===== config.mk =====
export PLATFORM = sky130hd
export DESIGN_NAME = string_to_state_loader_flat
export DESIGN_NICKNAME = d
export VERILOG_FILES = /design/src/rtl/keccak_pkg.sv /design/src/rtl/string_to_state_loader_if.sv /design/src/rtl/keccak_xy_counter.sv /design/src/rtl/string_to_state_loader.sv /design/src/flat_wrapper.sv
export SDC_FILE = /design/constraint.sdc
export NUM_CORES = 2
export LEC_CHECK = 0
export CORE_AREA = 8 8 639 641
export CTS_BUF_LIST = sky130_fd_sc_hd__clkbuf_4
export CTS_CLUSTER_SIZE = 8
export DETAILED_ROUTE_END_ITERATION = 6
export DIE_AREA = 0 0 647 649
export PLACE_DENSITY = 0.39
export SLEW_MARGIN = 25
export SYNTH_ARGS = -nofsm -noshare
export SYNTH_HDL_FRONTEND = slang
export SYNTH_SLANG_ARGS = --single-unit

===== constraint.sdc =====
create_clock -name clk -period 4 [get_ports clk]
set_input_delay 0.8 -clock clk [delete_from_list [all_inputs] [get_ports clk]]
set_output_delay 0.8 -clock clk [all_outputs]
set_load 0.05 [all_outputs]

===== src/rtl/keccak_pkg.sv =====
// Shared Keccak state types: one lane/state layout for both the loader and the
// state-to-bitstring direction.
package keccak_pkg;
    localparam int LANE_W    = 64;
    localparam int NUM_LANES = 25;

    typedef logic [LANE_W-1:0] lane_t;
    // Indexed [x][y][z]
    typedef logic [4:0][4:0][LANE_W-1:0] state_t;

    typedef enum logic {
        ST_FILL = 1'b0,
        ST_FULL = 1'b1
    } load_state_e;
endpackage


===== src/rtl/string_to_state_loader_if.sv =====
// Lane-in / state-out handshake bundle of the bitstring-to-state loader.
interface string_to_state_loader_if;
    import keccak_pkg::*;

    logic        in_valid;
    logic        in_ready;
    lane_t       in_lane;
    logic        in_last;
    logic        state_valid;
    logic        state_ready;
    state_t      state_o;
    logic [4:0]  lanes_o;

    modport master (
        output in_valid, in_lane, in_last, state_ready,
        input  in_ready, state_valid, state_o, lanes_o
    );

    modport slave (
        input  in_valid, in_lane, in_last, state_ready,
        output in_ready, state_valid, state_o, lanes_o
    );
endinterface


===== src/rtl/keccak_xy_counter.sv =====
// Lane position counter walking the 5x5 (x,y) plane in x-fastest order,
// plus a running lane count; no division on the lane index.
module keccak_xy_counter (
    input  logic       clk,
    input  logic       reset,
    input  logic       i_advance,
    input  logic       i_clear,
    output logic [2:0] o_x,
    output logic [2:0] o_y,
    output logic [4:0] o_count
);
    logic [2:0] r_x;
    logic [2:0] r_y;
    logic [4:0] r_count;

    // Clear wins over advance so a block release never carries a stale position.
    always_ff @(posedge clk or negedge reset) begin
        if (!reset) begin
            r_x     <= 3'd0;
            r_y     <= 3'd0;
            r_count <= 5'd0;
        end else if (i_clear) begin
            r_x     <= 3'd0;
            r_y     <= 3'd0;
            r_count <= 5'd0;
        end else if (i_advance) begin
            if (r_x == 3'd4) begin
                r_x <= 3'd0;
                r_y <= (r_y == 3'd4) ? 3'd0 : r_y + 3'd1;
            end else begin
                r_x <= r_x + 3'd1;
            end
            r_count <= r_count + 5'd1;
        end
    end

    assign o_x     = r_x;
    assign o_y     = r_y;
    assign o_count = r_count;
endmodule


===== src/rtl/string_to_state_loader.sv =====
// Assembles serially delivered 64-bit lanes into the 5x5x64 Keccak state and
// holds the finished block until the permutation core takes it.
module string_to_state_loader
    import keccak_pkg::*;
#(
    parameter int RATE_LANES = 17
) (
    input  logic                      clk,
    input  logic                      reset,
    string_to_state_loader_if.slave   bus
);
    localparam logic [4:0] LAST_IDX = 5'(RATE_LANES - 1);

    load_state_e r_state;
    load_state_e w_state_next;
    state_t      r_state_arr;
    logic [2:0]  w_x;
    logic [2:0]  w_y;
    logic [4:0]  w_count;
    logic        w_accept;
    logic        w_close;
    logic        w_release;

    assign w_accept  = bus.in_valid && (r_state == ST_FILL);
    assign w_close   = w_accept && (bus.in_last || (w_count == LAST_IDX));
    assign w_release = (r_state == ST_FULL) && bus.state_ready;

    keccak_xy_counter u_xy (
        .clk       (clk),
        .reset     (reset),
        .i_advance (w_accept),
        .i_clear   (w_release),
        .o_x       (w_x),
        .o_y       (w_y),
        .o_count   (w_count)
    );

    always_ff @(posedge clk or negedge reset) begin
        if (!reset) begin
            r_state <= ST_FILL;
        end else begin
            r_state <= w_state_next;
        end
    end

    always_comb begin
        w_state_next = r_state;
        case (r_state)
            ST_FILL: if (w_close)          w_state_next = ST_FULL;
            ST_FULL: if (bus.state_ready)  w_state_next = ST_FILL;
            default:                       w_state_next = ST_FILL;
        endcase
    end

    // Clearing on release means lanes past in_last are already zero when filling.
    always_ff @(posedge clk or negedge reset) begin
        if (!reset) begin
            r_state_arr <= '0;
        end else if (w_release) begin
            r_state_arr <= '0;
        end else if (w_accept) begin
            r_state_arr[w_x][w_y] <= bus.in_lane;
        end
    end

    assign bus.in_ready    = (r_state == ST_FILL);
    assign bus.state_valid = (r_state == ST_FULL);
    assign bus.state_o     = r_state_arr;
    assign bus.lanes_o     = w_count;
endmodule


===== src/flat_wrapper.sv =====
// flat-port wrapper written by rule: the top's interface ports become plain ports
module string_to_state_loader_flat import keccak_pkg::*;
#(
    parameter int RATE_LANES = 17
)
  (clk, reset, bus_in_valid, bus_in_lane, bus_in_last, bus_state_ready, bus_in_ready, bus_state_valid, bus_state_o, bus_lanes_o);
  string_to_state_loader_if bus_i ();
  input  logic clk;
  input  logic reset;
  input wire logic [$bits(bus_i.in_valid)-1:0] bus_in_valid;
  input wire logic [$bits(bus_i.in_lane)-1:0] bus_in_lane;
  input wire logic [$bits(bus_i.in_last)-1:0] bus_in_last;
  input wire logic [$bits(bus_i.state_ready)-1:0] bus_state_ready;
  output wire logic [$bits(bus_i.in_ready)-1:0] bus_in_ready;
  output wire logic [$bits(bus_i.state_valid)-1:0] bus_state_valid;
  output wire logic [$bits(bus_i.state_o)-1:0] bus_state_o;
  output wire logic [$bits(bus_i.lanes_o)-1:0] bus_lanes_o;
  assign bus_i.in_valid = bus_in_valid;
  assign bus_i.in_lane = bus_in_lane;
  assign bus_i.in_last = bus_in_last;
  assign bus_i.state_ready = bus_state_ready;
  assign bus_in_ready = bus_i.in_ready;
  assign bus_state_valid = bus_i.state_valid;
  assign bus_state_o = bus_i.state_o;
  assign bus_lanes_o = bus_i.lanes_o;
  string_to_state_loader #(.RATE_LANES(RATE_LANES)) u_core (.clk(clk), .reset(reset), .bus(bus_i));
endmodule

==> impl_results.rst <==
.. list-table::
   :header-rows: 1

   * - Metric
     - Value
   * - Result of the run
     - finished, final reports clean
   * - Area share of the largest cell type after synthesis
     - 0.6184
   * - Sum of negative setup slack
     - 0 ns
   * - Mapped cell area
     - between 60000 and 70000 um^2
   * - Area growth syn-to-layout
     - 47.52%
   * - Crit share post-route
     - 0.9342
   * - Post-route DRC violation count
     - 0
   * - Final hold slack
     - between 0.2 and 0.25 ns
   * - Remaining Overflow, GRT
     - 0
   * - Post-route design area
     - ~96000 um^2
   * - Cell at the slowest stage of the critical path
     - clkdlybuf4s50_1
   * - Final nets
     - 7866
   * - Min Tclk post-route
     - 3.737 ns
   * - Stages on worst setup path
     - 1
   * - Leading cell types by count after synthesis
     - 1612 x dfrtp_1, 1288 x o21ai_0, 992 x o211ai_1
   * - Setup Fix Bufs, Post-CTS
     - 0
   * - Number of levels the H-tree was split into
     - 5
   * - Worst EP arrival
     - roughly 2.9 ns
   * - Mapped Nets
     - 6126
   * - FP Rows
     - 232
   * - Met3 demand-to-capacity share in global routing
     - 0.06192
   * - Setup skew after layout
     - 0.1303 ns
   * - Core Region
     - 398000 um^2
   * - Number of max-slew violations in the final report
     - 0
   * - Width of the die
     - 647 um
   * - Max VDD drop
     - 0.0003409 V
   * - Leading post-synthesis cells by cell area
     - dfrtp_1 62%, o211ai_1 11%, o21ai_0 9.9%
   * - Area post-placement
     - approximately 90000 um^2
   * - Class of the most critical hold timing path
     - in -> reg
   * - Placed wire-length estimate
     - slightly above 300000 um
   * - Clock-pin slew on the worst setup and hold paths
     - about 0.070 ns
   * - Count of flip-flops with a built-in enable after synthesis
     - 0
   * - Total iterations of the first detailed-routing run
     - 5
   * - Maximum buffer depth of the clock tree
     - 4
   * - Synth Warn #
     - 0
   * - Iter 0 DRT Violations
     - 5556
   * - Clock tree from TritonCTS
     - yes
   * - Clock latency at the later pin of the worst-skew pair
     - 1.47 ns
   * - Most used standard cell by instance count after synthesis
     - dfrtp_1
   * - Number of global-route vias before repair
     - 62350
   * - Grt peak-use layer
     - met2
   * - Highest net fanout along the worst path
     - 4
   * - Design Power
     - 0.05272 W
   * - F_max
     - 0.2676 GHz
   * - Leakage power
     - 40.89 nW
   * - Portion of netlist area occupied by mux cells
     - 0.04680
   * - Remaining antenna violation count after routing
     - 0
   * - Layout cells sized above 1
     - 0.1432
   * - Antenna violations before repair
     - between 80 and 90
   * - Count of boundary I/O pins
     - 1676
   * - Library cells used by synthesis
     - 43
   * - Die outline height
     - between 600 and 700 um
   * - Slack of the critical path
     - 0.2630 ns
   * - Xor-xnor portion of the synthesized cell area
     - 0.0001343
   * - Final Hold Fails
     - 0
   * - Setup repair after global routing missed its margin
     - false
   * - Power per cell area
     - between 500 and 600 nW/um^2
   * - Per-cell routed wire length
     - 33.75 um
   * - CTS Root Cell
     - clkbuf_4
   * - Clk sink count
     - 1612
   * - Floorplan die area
     - ~420000 um^2
   * - Fraction of the mapped netlist area in simple logic gates
     - 0.07034
   * - Stage delay of the slowest cell on the critical path
     - about 1.1 ns
   * - Startpoint-to-endpoint class of the critical path
     - reg -> out
   * - Biggest area consumer among synthesized cells
     - dfrtp_1
   * - Initial Util
     - 0.1639
   * - Startpoint class of the critical path
     - flop
   * - Maxcap violations
     - 0
   * - Fraction of the mapped netlist area in adder cells
     - 0.001151
   * - Complex-gate fraction of the synthesized area
     - 0.2149
   * - Post-Syn Instances
     - 6051
   * - TritonCTS Buffers
     - around 470
   * - Port bufs
     - 1675
   * - Routability-driven placement congestion ratio
     - 0.8172
   * - WL final
     - about 450000 um
   * - Cell count of the worst hold path
     - 4
   * - Total setup violations reported at the end of the flow
     - 0
   * - Met2 routing resource usage after global routing
     - 0.3411
   * - Worst slew margin relative to its limit
     - 0.2978
   * - Required time of the critical path
     - 3.20 ns
   * - Fraction of the yosys area taken by sequential cells
     - 0.6184
   * - Cell Chain, Critical Path
     - clkdlybuf4s50_1
   * - Mean instance size in the synthesized netlist
     - approximately 11 um^2
   * - Maximum number of pins on one net before global-route repair
     - 145
   * - Fraction of registers with async set/reset
     - 1.000
   * - Total Routing Usage GR
     - 0.2061
   * - Vias per cell
     - 4.604
   * - Register-to-Register Path Depth
     - 4
   * - Most common flop cell mapped by yosys
     - dfrtp_1
   * - Vias
     - around 62000
   * - Met1 global-route usage
     - 0.2442
   * - Wire length of the first global-routing pass
     - 598200 um
   * - Sum of buffers and inverters on the critical path
     - 1
   * - Gate family responsible for the most delay along the worst path
     - buffers and inverters
   * - Worst Max-Slew Pin Slew
     - 1.053 ns
   * - Worst setup slack before clock tree synthesis
     - -0.06511 ns
   * - Combinational family with the most area after synthesis
     - compound AO/OA/AOI/OAI gates
   * - Flops & latches, synth
     - 1612
   * - Capturing element type of the critical path
     - output pin
==> path summary, 6_finish.rpt <==
kind	startpoint	endpoint	slack (ns)
worst max-delay path	u_core.u_xy.o_count[4]	bus_lanes_o[4]	0.26
worst min-delay path	bus_in_lane[7]	u_core.bus.state_o[519]	0.24
worst max register to register	u_core.u_xy.o_y[1]	u_core.bus.state_o[504]	0.78
worst min register to register	u_core.bus.state_o[1333]	u_core.bus.state_o[1333]	0.53
max in group asynchronous	reset	u_core.bus.state_o[1107]	2.59
min in group asynchronous	reset	u_core.bus.state_o[648]	0.28
==> tightest hold or removal path: cells and delay by family <==
kind	cells	cell delay (ns)
buffers and inverters	2	0.71
AND/OR/NAND/NOR	1	0.08
AO/OA/AOI/OAI	1	0.07
==> logic make-up after synthesis <==
logic type,Yosys count
muxes,305
AOI/OAI and AO/OA,2302
DFF,1612
and+or+nand+nor,1057
buffers and inverters,768
adders and majority gates,6
xor gates and xnor gates,1
==> through the flow <==
step / instances / util
final: 13440 / 0.2418
after global routing: 13410 / 0.2416
after CTS: 13400 / 0.2416
after detailed placement: 12550 / 0.2259
after global placement: 12550 / 0.2259
after floorplan: 6051 / -
==> routing by layer <==
metal / vias up / part of all wire
met2: 3237 / 0.47
met1: 32150 / 0.38
li1: 25660 / -
met3: 794 / 0.089
met5: - / 0.00032
met4: 24 / 0.053
==> final cells by class <==
| cell class | instances | area (um^2) |
|---|---|---|
| antenna | 34 | 85.08 |
| clock buffer | 696 | 5225 |
| clock inverter | 121 | 651.9 |
| fill | 42600 | 301700 |
| inverter | 8 | 30.03 |
| multi-input combinational | 3671 | 22410 |
| sequential | 1612 | 40340 |
| tap | 5265 | 6588 |
| timing repair buffer | 2030 | 20900 |
==> placed cells by master, fill, tap and decap left out, types with 5 or more instances in the layout <==
| cell type | synthesis | layout |
|---|---|---|
| dlygate4sd3_1 | 0 | 34 |
| clkinv_2 | 0 | 9 |
| buf_4 | 13 | 211 |
| o21ai_0 | 1288 | 1288 |
| o21ai_1 | 15 | 15 |
| ha_1 | 6 | 6 |
| nand2_2 | 0 | 28 |
| nand3_1 | 308 | 308 |
| clkbuf_4 | 0 | 696 |
| clkdlybuf4s50_1 | 0 | 1664 |
| nand2_1 | 698 | 618 |
| buf_12 | 0 | 108 |
| or4b_4 | 0 | 5 |
| nand2_4 | 0 | 52 |
| inv_1 | 8 | 8 |
| dfrtp_1 | 1612 | 1611 |
| diode_2 | 0 | 34 |
| dlygate4sd2_1 | 0 | 9 |
| o211ai_1 | 992 | 992 |
| mux2i_1 | 305 | 305 |
| inv_6 | 0 | 11 |
| clkinv_1 | 0 | 87 |
==> repair_timing <==
item / in CTS / in global routing
hold endpoints to repair: 1337 / 0
setup endpoints to repair: 10 / 0
hold buffers: 35 / 0
resized for setup: 12 / 0
==> power by group <==
group / internal, W / leakage (nW) / switching (W)
sequential: 0.0179 / 22.4 / 0.00114
combinational: 0.00445 / 15.0 / 0.0131
clock: 0.00806 / 3.50 / 0.00802
total: 0.0304 / 40.9 / 0.0223
==> state kept, by name, indices dropped and copies added (netlist names) <==
register / cells
u_core.u_xy.o_count: 5
u_core.u_xy.o_y: 3
u_core.u_xy.o_x: 3
u_core.bus.state_o: 1600
u_core.bus.state_valid: 1
No activity file was read; power rests on OpenSTA's default activity.
